`src/rtl/kan_axis_pkg.sv`:
```
// Shared helpers for the KAN AXI-Stream buffering blocks: log2 and sideband width derivation.
package kan_axis_pkg;

  localparam int unsigned USER_WIDTH_ON = 8;

  function automatic int unsigned clog2(input int unsigned v);
    int unsigned r;
    r = 0;
    for (int unsigned i = 0; i < 32; i++) begin
      if ((64'd1 << i) < 64'(v)) r = i + 1;
    end
    return r;
  endfunction

  function automatic int unsigned keep_width(input int unsigned data_width, input bit enable);
    return enable ? (data_width + 7) / 8 : 1;
  endfunction

  function automatic int unsigned user_width(input bit enable);
    return enable ? USER_WIDTH_ON : 1;
  endfunction

endpackage

```
`src/rtl/axis_multi_fifo_if.sv`:
```
// Lane-packed multi-channel AXI-Stream bundle.
interface axis_multi_fifo_if #(
  parameter int unsigned CHANNELS   = 1,
  parameter int unsigned DATA_WIDTH = 16,
  parameter int unsigned KEEP_WIDTH = 2,
  parameter int unsigned USER_WIDTH = 1
);
  logic [CHANNELS*DATA_WIDTH-1:0] tdata;
  logic [CHANNELS*KEEP_WIDTH-1:0] tkeep;
  logic [CHANNELS-1:0]            tvalid;
  logic [CHANNELS-1:0]            tready;
  logic [CHANNELS-1:0]            tlast;
  logic [CHANNELS*USER_WIDTH-1:0] tuser;

  modport master (output tdata, tkeep, tvalid, tlast, tuser, input tready);
  modport slave  (input tdata, tkeep, tvalid, tlast, tuser, output tready);
endinterface

```
`src/rtl/axis_chan_fifo.sv`:
```
// One FWFT lane: memory, extended pointers, registered ready and fill count.
// Pop is supplied externally so the parent can apply a joint pop across lanes.
module axis_chan_fifo
  import kan_axis_pkg::*;
#(
  parameter int unsigned ENTRY_W = 20,
  parameter int unsigned DEPTH   = 4
) (
  input  logic                         clk,
  input  logic                         rst,
  input  logic [ENTRY_W-1:0]           in_entry,
  input  logic                         in_valid,
  output logic                         in_ready,
  input  logic                         pop,
  output logic [ENTRY_W-1:0]           head_c,
  output logic                         empty_c,
  output logic [clog2(DEPTH+1)-1:0]    fill_count
);

  localparam int unsigned ADDR_W = clog2(DEPTH);
  localparam int unsigned PTR_W  = ADDR_W + 1;
  localparam int unsigned CNT_W  = clog2(DEPTH + 1);

  logic [ENTRY_W-1:0] mem_q [DEPTH];
  logic [ENTRY_W-1:0] mem_d [DEPTH];
  logic [PTR_W-1:0]   wr_ptr_q, wr_ptr_d, rd_ptr_q, rd_ptr_d;
  logic [CNT_W-1:0]   count_q, count_d;
  logic               ready_q, ready_d;
  logic               push;

  assign empty_c    = (wr_ptr_q == rd_ptr_q);
  assign head_c     = mem_q[rd_ptr_q[ADDR_W-1:0]];
  assign in_ready   = ready_q;
  assign fill_count = count_q;

  // Ready and count are derived from the post-edge pointers so they stay registered.
  always_comb begin
    push     = in_valid & ready_q;
    mem_d    = mem_q;
    wr_ptr_d = wr_ptr_q + PTR_W'(push);
    rd_ptr_d = rd_ptr_q + PTR_W'(pop & ~empty_c);
    if (push) mem_d[wr_ptr_q[ADDR_W-1:0]] = in_entry;
    ready_d  = !((wr_ptr_d[ADDR_W] != rd_ptr_d[ADDR_W]) &&
                 (wr_ptr_d[ADDR_W-1:0] == rd_ptr_d[ADDR_W-1:0]));
    count_d  = CNT_W'(wr_ptr_d - rd_ptr_d);
  end

  always_ff @(posedge clk or negedge rst) begin
    if (!rst) begin
      mem_q    <= '{default: '0};
      wr_ptr_q <= '0;
      rd_ptr_q <= '0;
      count_q  <= '0;
      ready_q  <= 1'b0;
    end else begin
      mem_q    <= mem_d;
      wr_ptr_q <= wr_ptr_d;
      rd_ptr_q <= rd_ptr_d;
      count_q  <= count_d;
      ready_q  <= ready_d;
    end
  end

endmodule

```
`src/rtl/axis_multi_fifo.sv`:
```
// Per-channel AXI-Stream FIFO array with optional lockstep release across lanes
// and a sticky flag for lanes disagreeing on tlast at a joint pop.
module axis_multi_fifo
  import kan_axis_pkg::*;
#(
  parameter int unsigned CHANNELS    = 1,
  parameter int unsigned DATA_WIDTH  = 16,
  parameter bit          KEEP_ENABLE = (DATA_WIDTH > 8),
  parameter bit          LAST_ENABLE = 1'b1,
  parameter bit          USER_ENABLE = 1'b0,
  parameter int unsigned DEPTH       = 4,
  parameter bit          SYNC_MODE   = 1'b0
) (
  input  logic                                clk,
  input  logic                                rst,
  axis_multi_fifo_if.slave                    s_axis,
  axis_multi_fifo_if.master                   m_axis,
  output logic [CHANNELS*clog2(DEPTH+1)-1:0]  fill_count,
  output logic                                last_mismatch
);

  localparam int unsigned KEEP_WIDTH = keep_width(DATA_WIDTH, KEEP_ENABLE);
  localparam int unsigned USER_WIDTH = user_width(USER_ENABLE);
  localparam int unsigned CNT_W      = clog2(DEPTH + 1);
  localparam int unsigned ENTRY_W    = DATA_WIDTH + KEEP_WIDTH + 1 + USER_WIDTH;

  logic [ENTRY_W-1:0]  entry_c [CHANNELS];
  logic [ENTRY_W-1:0]  head_c  [CHANNELS];
  logic [CHANNELS-1:0] empty_c, valid_c, pop_c, head_last_c, ready_q;
  logic                all_rdy_c;
  logic                last_mismatch_q, last_mismatch_d;

  for (genvar i = 0; i < CHANNELS; i++) begin : g_lane
    axis_chan_fifo #(.ENTRY_W(ENTRY_W), .DEPTH(DEPTH)) u_fifo (
      .clk       (clk),
      .rst       (rst),
      .in_entry  (entry_c[i]),
      .in_valid  (s_axis.tvalid[i]),
      .in_ready  (ready_q[i]),
      .pop       (pop_c[i]),
      .head_c    (head_c[i]),
      .empty_c   (empty_c[i]),
      .fill_count(fill_count[i*CNT_W +: CNT_W])
    );
  end

  // Pack inputs into entries and unpack heads, forcing disabled sideband to fixed values.
  always_comb begin
    m_axis.tdata = '0;
    m_axis.tkeep = '0;
    m_axis.tlast = '0;
    m_axis.tuser = '0;
    head_last_c  = '0;
    for (int i = 0; i < int'(CHANNELS); i++) begin
      entry_c[i] = {s_axis.tdata[i*DATA_WIDTH +: DATA_WIDTH],
                    s_axis.tkeep[i*KEEP_WIDTH +: KEEP_WIDTH],
                    s_axis.tlast[i],
                    s_axis.tuser[i*USER_WIDTH +: USER_WIDTH]};
      head_last_c[i] = LAST_ENABLE ? head_c[i][USER_WIDTH] : 1'b0;
      m_axis.tdata[i*DATA_WIDTH +: DATA_WIDTH] = head_c[i][ENTRY_W-1 -: DATA_WIDTH];
      m_axis.tkeep[i*KEEP_WIDTH +: KEEP_WIDTH] =
        KEEP_ENABLE ? head_c[i][USER_WIDTH+1 +: KEEP_WIDTH] : '1;
      m_axis.tlast[i] = head_last_c[i];
      m_axis.tuser[i*USER_WIDTH +: USER_WIDTH] =
        USER_ENABLE ? head_c[i][USER_WIDTH-1:0] : '0;
    end
  end

  // Lockstep mode exposes valid only when every lane has a word and pops all together.
  always_comb begin
    all_rdy_c = &(~empty_c);
    valid_c   = ~empty_c;
    pop_c     = ~empty_c & m_axis.tready;
    if (SYNC_MODE) begin
      valid_c = {CHANNELS{all_rdy_c}};
      pop_c   = {CHANNELS{all_rdy_c & (&m_axis.tready)}};
    end
  end

  always_comb begin
    last_mismatch_d = last_mismatch_q;
    if (SYNC_MODE && (|pop_c) && (|head_last_c) && !(&head_last_c)) last_mismatch_d = 1'b1;
  end

  always_ff @(posedge clk or negedge rst) begin
    if (!rst) last_mismatch_q <= 1'b0;
    else      last_mismatch_q <= last_mismatch_d;
  end

  assign m_axis.tvalid = valid_c;
  assign s_axis.tready = ready_q;
  assign last_mismatch = last_mismatch_q;

endmodule

```
`src/flat_wrapper.sv`:
```
// flat-port wrapper written by rule: the top's interface ports become plain ports
module axis_multi_fifo_flat import kan_axis_pkg::*;
#(
  parameter int unsigned CHANNELS    = 1,
  parameter int unsigned DATA_WIDTH  = 16,
  parameter bit          KEEP_ENABLE = (DATA_WIDTH > 8),
  parameter bit          LAST_ENABLE = 1'b1,
  parameter bit          USER_ENABLE = 1'b0,
  parameter int unsigned DEPTH       = 4,
  parameter bit          SYNC_MODE   = 1'b0
)
  (clk, rst, fill_count, last_mismatch, s_axis_tdata, s_axis_tkeep, s_axis_tvalid, s_axis_tlast, s_axis_tuser, s_axis_tready, m_axis_tdata, m_axis_tkeep, m_axis_tvalid, m_axis_tlast, m_axis_tuser, m_axis_tready);
  axis_multi_fifo_if #(.CHANNELS(CHANNELS), .DATA_WIDTH(DATA_WIDTH), .KEEP_WIDTH(2), .USER_WIDTH(1)) s_axis_i ();
  axis_multi_fifo_if #(.CHANNELS(CHANNELS), .DATA_WIDTH(DATA_WIDTH), .KEEP_WIDTH(2), .USER_WIDTH(1)) m_axis_i ();
  input  logic clk;
  input  logic rst;
  output logic [CHANNELS*clog2(DEPTH+1)-1:0] fill_count;
  output logic last_mismatch;
  input wire logic [$bits(s_axis_i.tdata)-1:0] s_axis_tdata;
  input wire logic [$bits(s_axis_i.tkeep)-1:0] s_axis_tkeep;
  input wire logic [$bits(s_axis_i.tvalid)-1:0] s_axis_tvalid;
  input wire logic [$bits(s_axis_i.tlast)-1:0] s_axis_tlast;
  input wire logic [$bits(s_axis_i.tuser)-1:0] s_axis_tuser;
  output wire logic [$bits(s_axis_i.tready)-1:0] s_axis_tready;
  output wire logic [$bits(m_axis_i.tdata)-1:0] m_axis_tdata;
  output wire logic [$bits(m_axis_i.tkeep)-1:0] m_axis_tkeep;
  output wire logic [$bits(m_axis_i.tvalid)-1:0] m_axis_tvalid;
  output wire logic [$bits(m_axis_i.tlast)-1:0] m_axis_tlast;
  output wire logic [$bits(m_axis_i.tuser)-1:0] m_axis_tuser;
  input wire logic [$bits(m_axis_i.tready)-1:0] m_axis_tready;
  assign s_axis_i.tdata = s_axis_tdata;
  assign s_axis_i.tkeep = s_axis_tkeep;
  assign s_axis_i.tvalid = s_axis_tvalid;
  assign s_axis_i.tlast = s_axis_tlast;
  assign s_axis_i.tuser = s_axis_tuser;
  assign s_axis_tready = s_axis_i.tready;
  assign m_axis_tdata = m_axis_i.tdata;
  assign m_axis_tkeep = m_axis_i.tkeep;
  assign m_axis_tvalid = m_axis_i.tvalid;
  assign m_axis_tlast = m_axis_i.tlast;
  assign m_axis_tuser = m_axis_i.tuser;
  assign m_axis_i.tready = m_axis_tready;
  axis_multi_fifo #(.CHANNELS(CHANNELS), .DATA_WIDTH(DATA_WIDTH), .KEEP_ENABLE(KEEP_ENABLE), .LAST_ENABLE(LAST_ENABLE), .USER_ENABLE(USER_ENABLE), .DEPTH(DEPTH), .SYNC_MODE(SYNC_MODE)) u_core (.clk(clk), .rst(rst), .s_axis(s_axis_i), .m_axis(m_axis_i), .fill_count(fill_count), .last_mismatch(last_mismatch));
endmodule
```
`config.mk`:
```
export PLATFORM = sky130hd
export DESIGN_NAME = axis_multi_fifo_flat
export DESIGN_NICKNAME = d
export VERILOG_FILES = /design/src/rtl/kan_axis_pkg.sv /design/src/rtl/axis_multi_fifo_if.sv /design/src/rtl/axis_chan_fifo.sv /design/src/rtl/axis_multi_fifo.sv /design/src/flat_wrapper.sv
export SDC_FILE = /design/constraint.sdc
export NUM_CORES = 1
export LEC_CHECK = 0
export CAP_MARGIN = 20
export CORE_AREA = 2 2 84 86
export CTS_CLUSTER_SIZE = 16
export DETAILED_ROUTE_END_ITERATION = 16
export DIE_AREA = 0 0 86 88
export GPL_ROUTABILITY_DRIVEN = 0
export PLACE_DENSITY = 0.83
export REMOVE_ABC_BUFFERS = 1
export SYNTH_ARGS = -nofsm -noshare
export SYNTH_HDL_FRONTEND = slang
export SYNTH_SLANG_ARGS = --single-unit
```
`constraint.sdc`:
```
create_clock -name clk -period 3.6 [get_ports clk]
set_clock_uncertainty 0.2 [all_clocks]
set_input_delay 0.72 -clock clk [delete_from_list [all_inputs] [get_ports clk]]
set_output_delay 0.72 -clock clk [all_outputs]
set_load 0.03 [all_outputs]
```
==> Implementation_results.wiki, run 1 <==
{| class="wikitable"
! Metric !! Value
|-
| H-tree depth || 3
|-
| Post-detailed-placement cell area || 0.00435 mm2
|-
| Number of nets at the end of the flow || 308
|-
| Most frequent cells in the layout || dfrtp_1, mux2_2, clkdlybuf4s50_1
|-
| Ys Warns || 0
|-
| Run status || finished clean
|-
| GRT Overall Usage || 19.7%
|-
| I/O Buffers || 46
|-
| Type of the worst min-delay path || reg -> reg
|-
| Startpoint of the most critical setup path || u_core.g_lane[0].u_fifo.rd_ptr_q[0]
|-
| Sequential cell area || 0.00215 mm2
|-
| Minimum setup slack among reg-to-reg paths || 1.06 ns
|-
| Startpoint of the most critical register-to-register path || u_core.g_lane[0].u_fifo.rd_ptr_q[1]
|-
| Endpoints failing setup || 0
|-
| Multi-input gate area in the final layout || 0.00156 mm2
|-
| Proportion of netlist area held by the largest area contributor || 56.0%
|-
| Initial standard-cell utilization of the core || 57.9%
|-
| Critical path fanouts, max || 11
|-
| Drt first-iter violations || 151
|-
| Synth Register Bits || 86
|-
| Combined area of all synthesized cells || 0.00384 mm2
|-
| Gate count after technology mapping || 224
|-
| Count of distinct cell types in the synthesized netlist || 21
|-
| Y dimension of the die || 88 um
|-
| Clk sink count || 86
|-
| Worst Setup Start Kind || register
|-
| Leak || 1.94 nW
|-
| Max Slew Vio Count || 0
|-
| Min Clock Period, post-route || 3.05 ns
|-
| Pre-antenna DRT Iters || 4
|-
| Final-report hold violation count || 0
|-
| Achievable Freq || 0.327 GHz
|-
| Post-route cell area || 0.00456 mm2
|-
| Kind of end point of the critical path || primary output
|-
| Portion of the post-synthesis area used by sequential elements || 56.0%
|-
| Unrepaired setup endpoints after global routing || no
|-
| Ratio of total power to cell area || 1090 mW/mm2
|-
| Peak supply drop || 679 uV
|-
| Ports || 50
|-
| Routed Wire Length || 6.67 mm
|-
| Buffers from clock root to sink, at most || 2
|-
| Core Footprint || 0.00664 mm2
|-
| Avg Synthesized Cell Area || 17.2 um2
|-
| Via density || 5.60
|-
| R2R depth || 10
|-
| Buffer cell driving the clock tree root || clkbuf_8
|-
| Leading post-synthesis cells by cell area || dfrtp_1, mux2_2, mux4_2
|-
| Site row count || 30
|-
| Crit path kind || reg -> out
|-
| Layout cell share with drive strength beyond 1 || 43.3%
|-
| Global route total overflow || 0
|-
| Vias in the first global route || 2,184
|-
| Number of antenna violations at the first check in global routing || 0
|-
| Die outline area || 0.00757 mm2
|-
| Reg-to-reg endpoint || u_core.g_lane[0].u_fifo.fill_count[2]
|-
| ANT cells || 0
|-
| Maximum Capacitance Violations || 0
|-
| Area added between synthesis and finish || 18.5%
|-
| Endpoint required time on the critical path || 2.68 ns
|-
| Clock tree from TritonCTS || done
|-
| Period Utilization, post-route || 84.8%
|-
| Remaining design rule violation count || 0
|-
| Clock-pin slew of the registers on the worst-case setup and hold paths || 0.08 ns
|-
| Detailed-placement wirelength estimate || 4.24 mm
|-
| Total negative slack for setup checks || 0 ns
|-
| Worst path arrival time || 2.13 ns
|-
| Cell accounting for the most synthesized area || dfrtp_1
|-
| CTS buffer count || 9
|-
| Later-pin clock latency in the skew report || 0.35 ns
|-
| Chip Width || 86 um
|-
| Global-route wire length before repair || 11.1 mm
|-
| Count of fill cells added during filler insertion || 458
|-
| Most common cell after layout, fill and taps aside || dfrtp_1
|-
| Wire length per cell after detailed routing || 18.4 um
|-
| Detailed-route via count || 2,027
|-
| Antenna viol nets, final || 0
|-
| Largest net degree at the start of global routing || 87
|-
| Endpoint of the most critical setup path || m_axis_tdata[4]
|}
-- flip-flops by register name, indices dropped and copies added (netlist names) --
signal and flops:
u_core.g_lane.u_fifo.in_ready 1, u_core.g_lane.u_fifo.mem_q 76, u_core.g_lane.u_fifo.wr_ptr_q 3, u_core.g_lane.u_fifo.rd_ptr_q 3
u_core.g_lane.u_fifo.fill_count 3
-- how the worst min path moves through the flow --
stage / startpoint / end / slack [ns] / cells past startpoint
after global placement: u_core.g_lane[0].u_fifo.mem_q[10] / u_core.g_lane[0].u_fifo.mem_q[10] / 0.27 / 1
after detailed placement: u_core.g_lane[0].u_fifo.mem_q[10] / u_core.g_lane[0].u_fifo.mem_q[10] / 0.28 / 1
after CTS: u_core.g_lane[0].u_fifo.mem_q[10] / u_core.g_lane[0].u_fifo.mem_q[10] / 0.30 / 1
final: u_core.g_lane[0].u_fifo.mem_q[10] / u_core.g_lane[0].u_fifo.mem_q[10] / 0.29 / 1
after global routing: u_core.g_lane[0].u_fifo.mem_q[10] / u_core.g_lane[0].u_fifo.mem_q[10] / 0.31 / 1
after floorplan: rst / u_core.g_lane[0].u_fifo.fill_count[0] / 0.22 / 0
-- per-stage QoR --
step | total power, mW | hold WS (ns) | cells | worst slack, ns | utilization, %
2_1_floorplan | 3.52 | 0.224 | 211 | 0.502 | -
3_3_place_gp | 4.30 | 0.274 | 345 | 0.865 | 65.4
3_5_place_dp | 4.38 | 0.281 | 345 | 0.852 | 65.4
4_1_cts | 4.99 | 0.298 | 360 | 0.534 | 68.0
5_1_grt | 5.26 | 0.315 | 362 | 0.438 | 68.6
6_report | 4.95 | 0.294 | 362 | 0.546 | 68.6
-- power breakdown --
part | leakage (nW) | switching, mW | internal, mW
sequential | 1.02 | 0.264 | 1.47
clock | 0.0910 | 0.320 | 0.281
combinational | 0.832 | 1.20 | 1.41
total | 1.94 | 1.79 | 3.16
-- cell families after synthesis --
family | count (synthesis) | share of synthesized area (%)
AOI/OAI and AO/OA | 1 | 0.130
xor gates and xnor gates | 8 | 1.82
adders and majority gates | 6 | 1.95
buffers and inverters | 19 | 3.61
DFF | 86 | 56.0
muxes | 95 | 34.4
other | 1 | 0.0975
and+or+nand+nor | 8 | 2.05
-- synth_stat cells --
library cell	number
mux2_2	65
buf_4	4
xor2_1	2
inv_1	5
nand3_4	1
mux2_4	10
and2_4	1
conb_1	1
ha_1	6
a21oi_1	1
dfrtp_1	86
buf_2	5
buf_12	1
and2_1	1
nand3b_1	3
xnor2_1	6
nand3_1	1
buf_6	4
mux2_1	1
nor3b_4	1
mux4_2	19
-- timing repair --
item	CTS	global route
hold endpoints to repair	0	11
resized for setup	0	0
buffers inserted	0	0
hold buffers	0	1
-- area by class of cell --
type                            instances  area share, %
Clock buffer                           11           3.32
Clock inverter                          4          0.494
Inverter                                5          0.412
Multi-Input combinational cell        120           34.2
Sequential cell                        86           47.2
Tap cell                               80           2.20
Timing Repair Buffer                   56           12.2
-- metal layers --
| layer | routed length, um | part of all wire (%) | global-route usage, % | up-vias |
|---|---|---|---|---|
| met5 | 0 | 0 | 0 | - |
| met4 | 42 | 0.63 | 4.76 | 0 |
| met3 | 272 | 4.1 | 6.60 | 5 |
| met2 | 3240 | 49 | 30.5 | 39 |
| met1 | 3110 | 47 | 27.3 | 1064 |
| li1 | - | - | - | 919 |
-- worst max-delay path: stages (launching register included) --
cell and delay, ns:
dfrtp_1 0.35, buf_4 0.25, mux4_2 0.56, clkdlybuf4s50_1 0.61
Power figures use the tool's default switching activity.
==> run 2, diff against run 1 <==
Settings changed: CORE_AREA 2 2 84 86 to 2 2 92 94, DIE_AREA 0 0 86 88 to 0 0 94 96, PLACE_DENSITY 0.83 to 0.74.
Clock period 3.6 ns to 2.7 ns, I/O delays scaled along.
==> run 2 against run 1 <==
- setup slack got worse by 0.47 ns
- count of clock-buffer cells in the layout is 2 lower
- combinational power is 28% higher
- die area increased by 19%
- critical path depth stayed put
- sequential power increased by 34%
- global-route usage down 2.8 points
- clock power up 49%
==> Implementation_results.wiki, run 2 (synthesized netlist as in run 1, its figures left out) <==
{| class="wikitable"
! Metric !! Value
|-
| R2R depth || 10
|-
| Setup slack of the critical path after layout || 0.0765 ns
|-
| Global route total overflow || 0
|-
| I/O Buffers || 46
|-
| Via density || 5.25
|-
| Final-report hold violation count || 0
|-
| Later-pin clock latency in the skew report || 0.35 ns
|-
| Buffer cell driving the clock tree root || clkbuf_8
|-
| Remaining design rule violation count || 0
|-
| Number of nets at the end of the flow || 310
|-
| Critical path's top delay family || buffers and inverters
|-
| Net switching power || 2.42 mW
|-
| GRT Overall Usage || 16.9%
|-
| Area added between synthesis and finish || 20.4%
|-
| Max Slew Vio Count || 0
|-
| ANT cells || 0
|-
| Critical path cell sequence || buf_12 > mux4_2 > dlygate4sd2_1
|-
| Number of flip-flops in the largest register || 76
|-
| Leak || 1.99 nW
|-
| H-tree depth || 3
|-
| Routed Wire Length || 6.89 mm
|-
| Vias in the first global route || 2,176
|-
| Cell depth of the worst min-delay path || 1
|-
| Hold wc startpoint || u_core.g_lane[0].u_fifo.mem_q[10]
|-
| Y dimension of the die || 96 um
|-
| Buffers from clock root to sink, at most || 2
|-
| Crit path kind || reg -> out
|-
| Endpoint required time on the critical path || 1.96 ns
|-
| Internal power consumption || 4.13 mW
|-
| Peak supply drop || 894 uV
|-
| Maximum Capacitance Violations || 0
|-
| Ratio of total power to cell area || 1410 mW/mm2
|-
| Post-Place Setup Slack || 0.136 ns
|-
| Endpoint of the worst hold-timing path || u_core.g_lane[0].u_fifo.mem_q[10]
|-
| Endpoints failing setup || 0
|-
| Layout cell share with drive strength beyond 1 || 44.6%
|-
| Detailed-route via count || 2,049
|-
| Unrepaired setup endpoints after global routing || no
|-
| Minimum setup slack among reg-to-reg paths || 0.21 ns
|-
| Most flop-heavy register || u_core.g_lane.u_fifo.mem_q
|-
| Proportion of power drawn by the clock network || 13.7%
|-
| Critical path fanouts, max || 12
|-
| Most frequent cells in the layout || dfrtp_1, mux2_2, clkdlybuf4s50_1
|-
| Combinational share of power || 50.9%
|-
| Antenna viol nets, final || 0
|-
| Global-route wire length before repair || 11.2 mm
|-
| Wire length per cell after detailed routing || 17.7 um
|-
| Worst Setup Start Kind || register
|-
| Clk sink count || 86
|-
| Chip Width || 94 um
|-
| Final hold slack || 0.306 ns
|-
| Achievable Freq || 0.381 GHz
|-
| Run status || finished clean
|-
| Initial standard-cell utilization of the core || 47.8%
|-
| Number of antenna violations at the first check in global routing || 0
|-
| Crit-path max cell delay || 0.52 ns
|-
| Detailed-placement wirelength estimate || 4.42 mm
|-
| Pin slew with the least headroom to its limit || 0.537 ns
|-
| Kind of end point of the critical path || primary output
|-
| Most common cell after layout, fill and taps aside || dfrtp_1
|-
| Core Footprint || 0.00805 mm2
|-
| Die outline area || 0.00902 mm2
|-
| Switch share || 37.0%
|-
| Filler-free cell count of the finished design || 390
|-
| Worst path arrival time || 1.88 ns
|-
| Sequential Power Share || 35.5%
|-
| Utilization after layout || 57.5%
|-
| Pre-antenna DRT Iters || 4
|-
| Site row count || 33
|-
| Reg-to-reg endpoint || u_core.g_lane[0].u_fifo.fill_count[2]
|-
| Largest net degree at the start of global routing || 48
|-
| CTS buffer count || 9
|-
| Worst slew margin relative to its limit || 64.2%
|-
| Drt first-iter violations || 85
|-
| Startpoint of the most critical register-to-register path || u_core.g_lane[0].u_fifo.rd_ptr_q[0]
|-
| Slowest stage cell on the critical path || mux4_2
|-
| Type of the worst min-delay path || reg -> reg
|-
| Min Clock Period, post-route || 2.62 ns
|-
| Ports || 50
|-
| Combined buffer and inverter count along the critical path || 2
|-
| Clock-pin slew of the registers on the worst-case setup and hold paths || 0.08 ns
|-
| Clock tree from TritonCTS || done
|-
| Placed instance count || 373
|-
| Period Utilization, post-route || 97.2%
|}
-- run 2: worst max path at each step --
stage	from	endpoint	slack [ns]	depth (start not counted)
6_report	u_core.g_lane[0].u_fifo.rd_ptr_q[0]	m_axis_tdata[8]	0.08	3
5_1_grt	u_core.g_lane[0].u_fifo.rd_ptr_q[0]	m_axis_tdata[2]	0.0003	3
4_1_cts	u_core.g_lane[0].u_fifo.rd_ptr_q[0]	m_axis_tdata[14]	0.04	3
3_5_place_dp	s_axis_tvalid	u_core.g_lane[0].u_fifo.fill_count[2]	0.14	8
3_3_place_gp	s_axis_tvalid	u_core.g_lane[0].u_fifo.fill_count[2]	0.15	8
2_1_floorplan	u_core.g_lane[0].u_fifo.rd_ptr_q[0]	u_core.g_lane[0].u_fifo.fill_count[2]	-0.40	9
-- run 2: through the flow --
step / power [mW] / area (um2) / setup TNS, ns
after floorplan: 4.69 / 3730 / -0.871
after global placement: 5.85 / 4450 / 0
after detailed placement: 5.92 / 4450 / 0
after CTS: 6.62 / 4630 / 0
after global routing: 6.97 / 4630 / 0
final: 6.54 / 4630 / 0
-- run 2: power by group through the flow --
stage / registers [mW] / clock network (mW) / logic [mW]
after floorplan: 2.38 / 0 / 2.31
after global placement: 2.30 / 0 / 3.55
after detailed placement: 2.34 / 0 / 3.58
after CTS: 2.32 / 0.917 / 3.39
after global routing: 2.39 / 0.979 / 3.59
final: 2.32 / 0.894 / 3.33
-- run 2: worst register-to-register path: cells and delay by family, from the launching register on --
kind	cells	cell delay, ns
compound gates	1	0.15
xor+xnor	3	0.45
fa+ha+maj	3	0.69
buf+inv	1	0.18
flops	1	0.44
simple gates	2	0.30
-- run 2: per-layer routing --
metal	GRT usage, %	up-vias	wire [um]
met5	0	-	0
met4	8.33	0	121
met3	3.68	10	288
met2	25.7	44	3210
met1	23.4	1072	3270
li1	-	923	-
-- run 2: layout make-up --
cell class,count,area [um2]
fillers,662,3420
flip-flops and latches,86,2150
multi-input cells,120,1560
repair buffers,58,573
well taps,105,131
clock buffers,9,124
clock inverters,7,72.6
inverters,5,18.8
-- run 2: repair_timing --
action,in CTS,in global routing
resized for setup,18,0
buffers inserted,0,0
setup endpoints to repair,18,0
endpoints found under the hold margin,39,0
hold buffers,1,0
==> run 3, diff against run 2 <==
Settings changed: CTS_CLUSTER_SIZE 16 to 8.
==> results of run 3 <==
No change in the layout: final DEF, timing and power equal those of run 2.
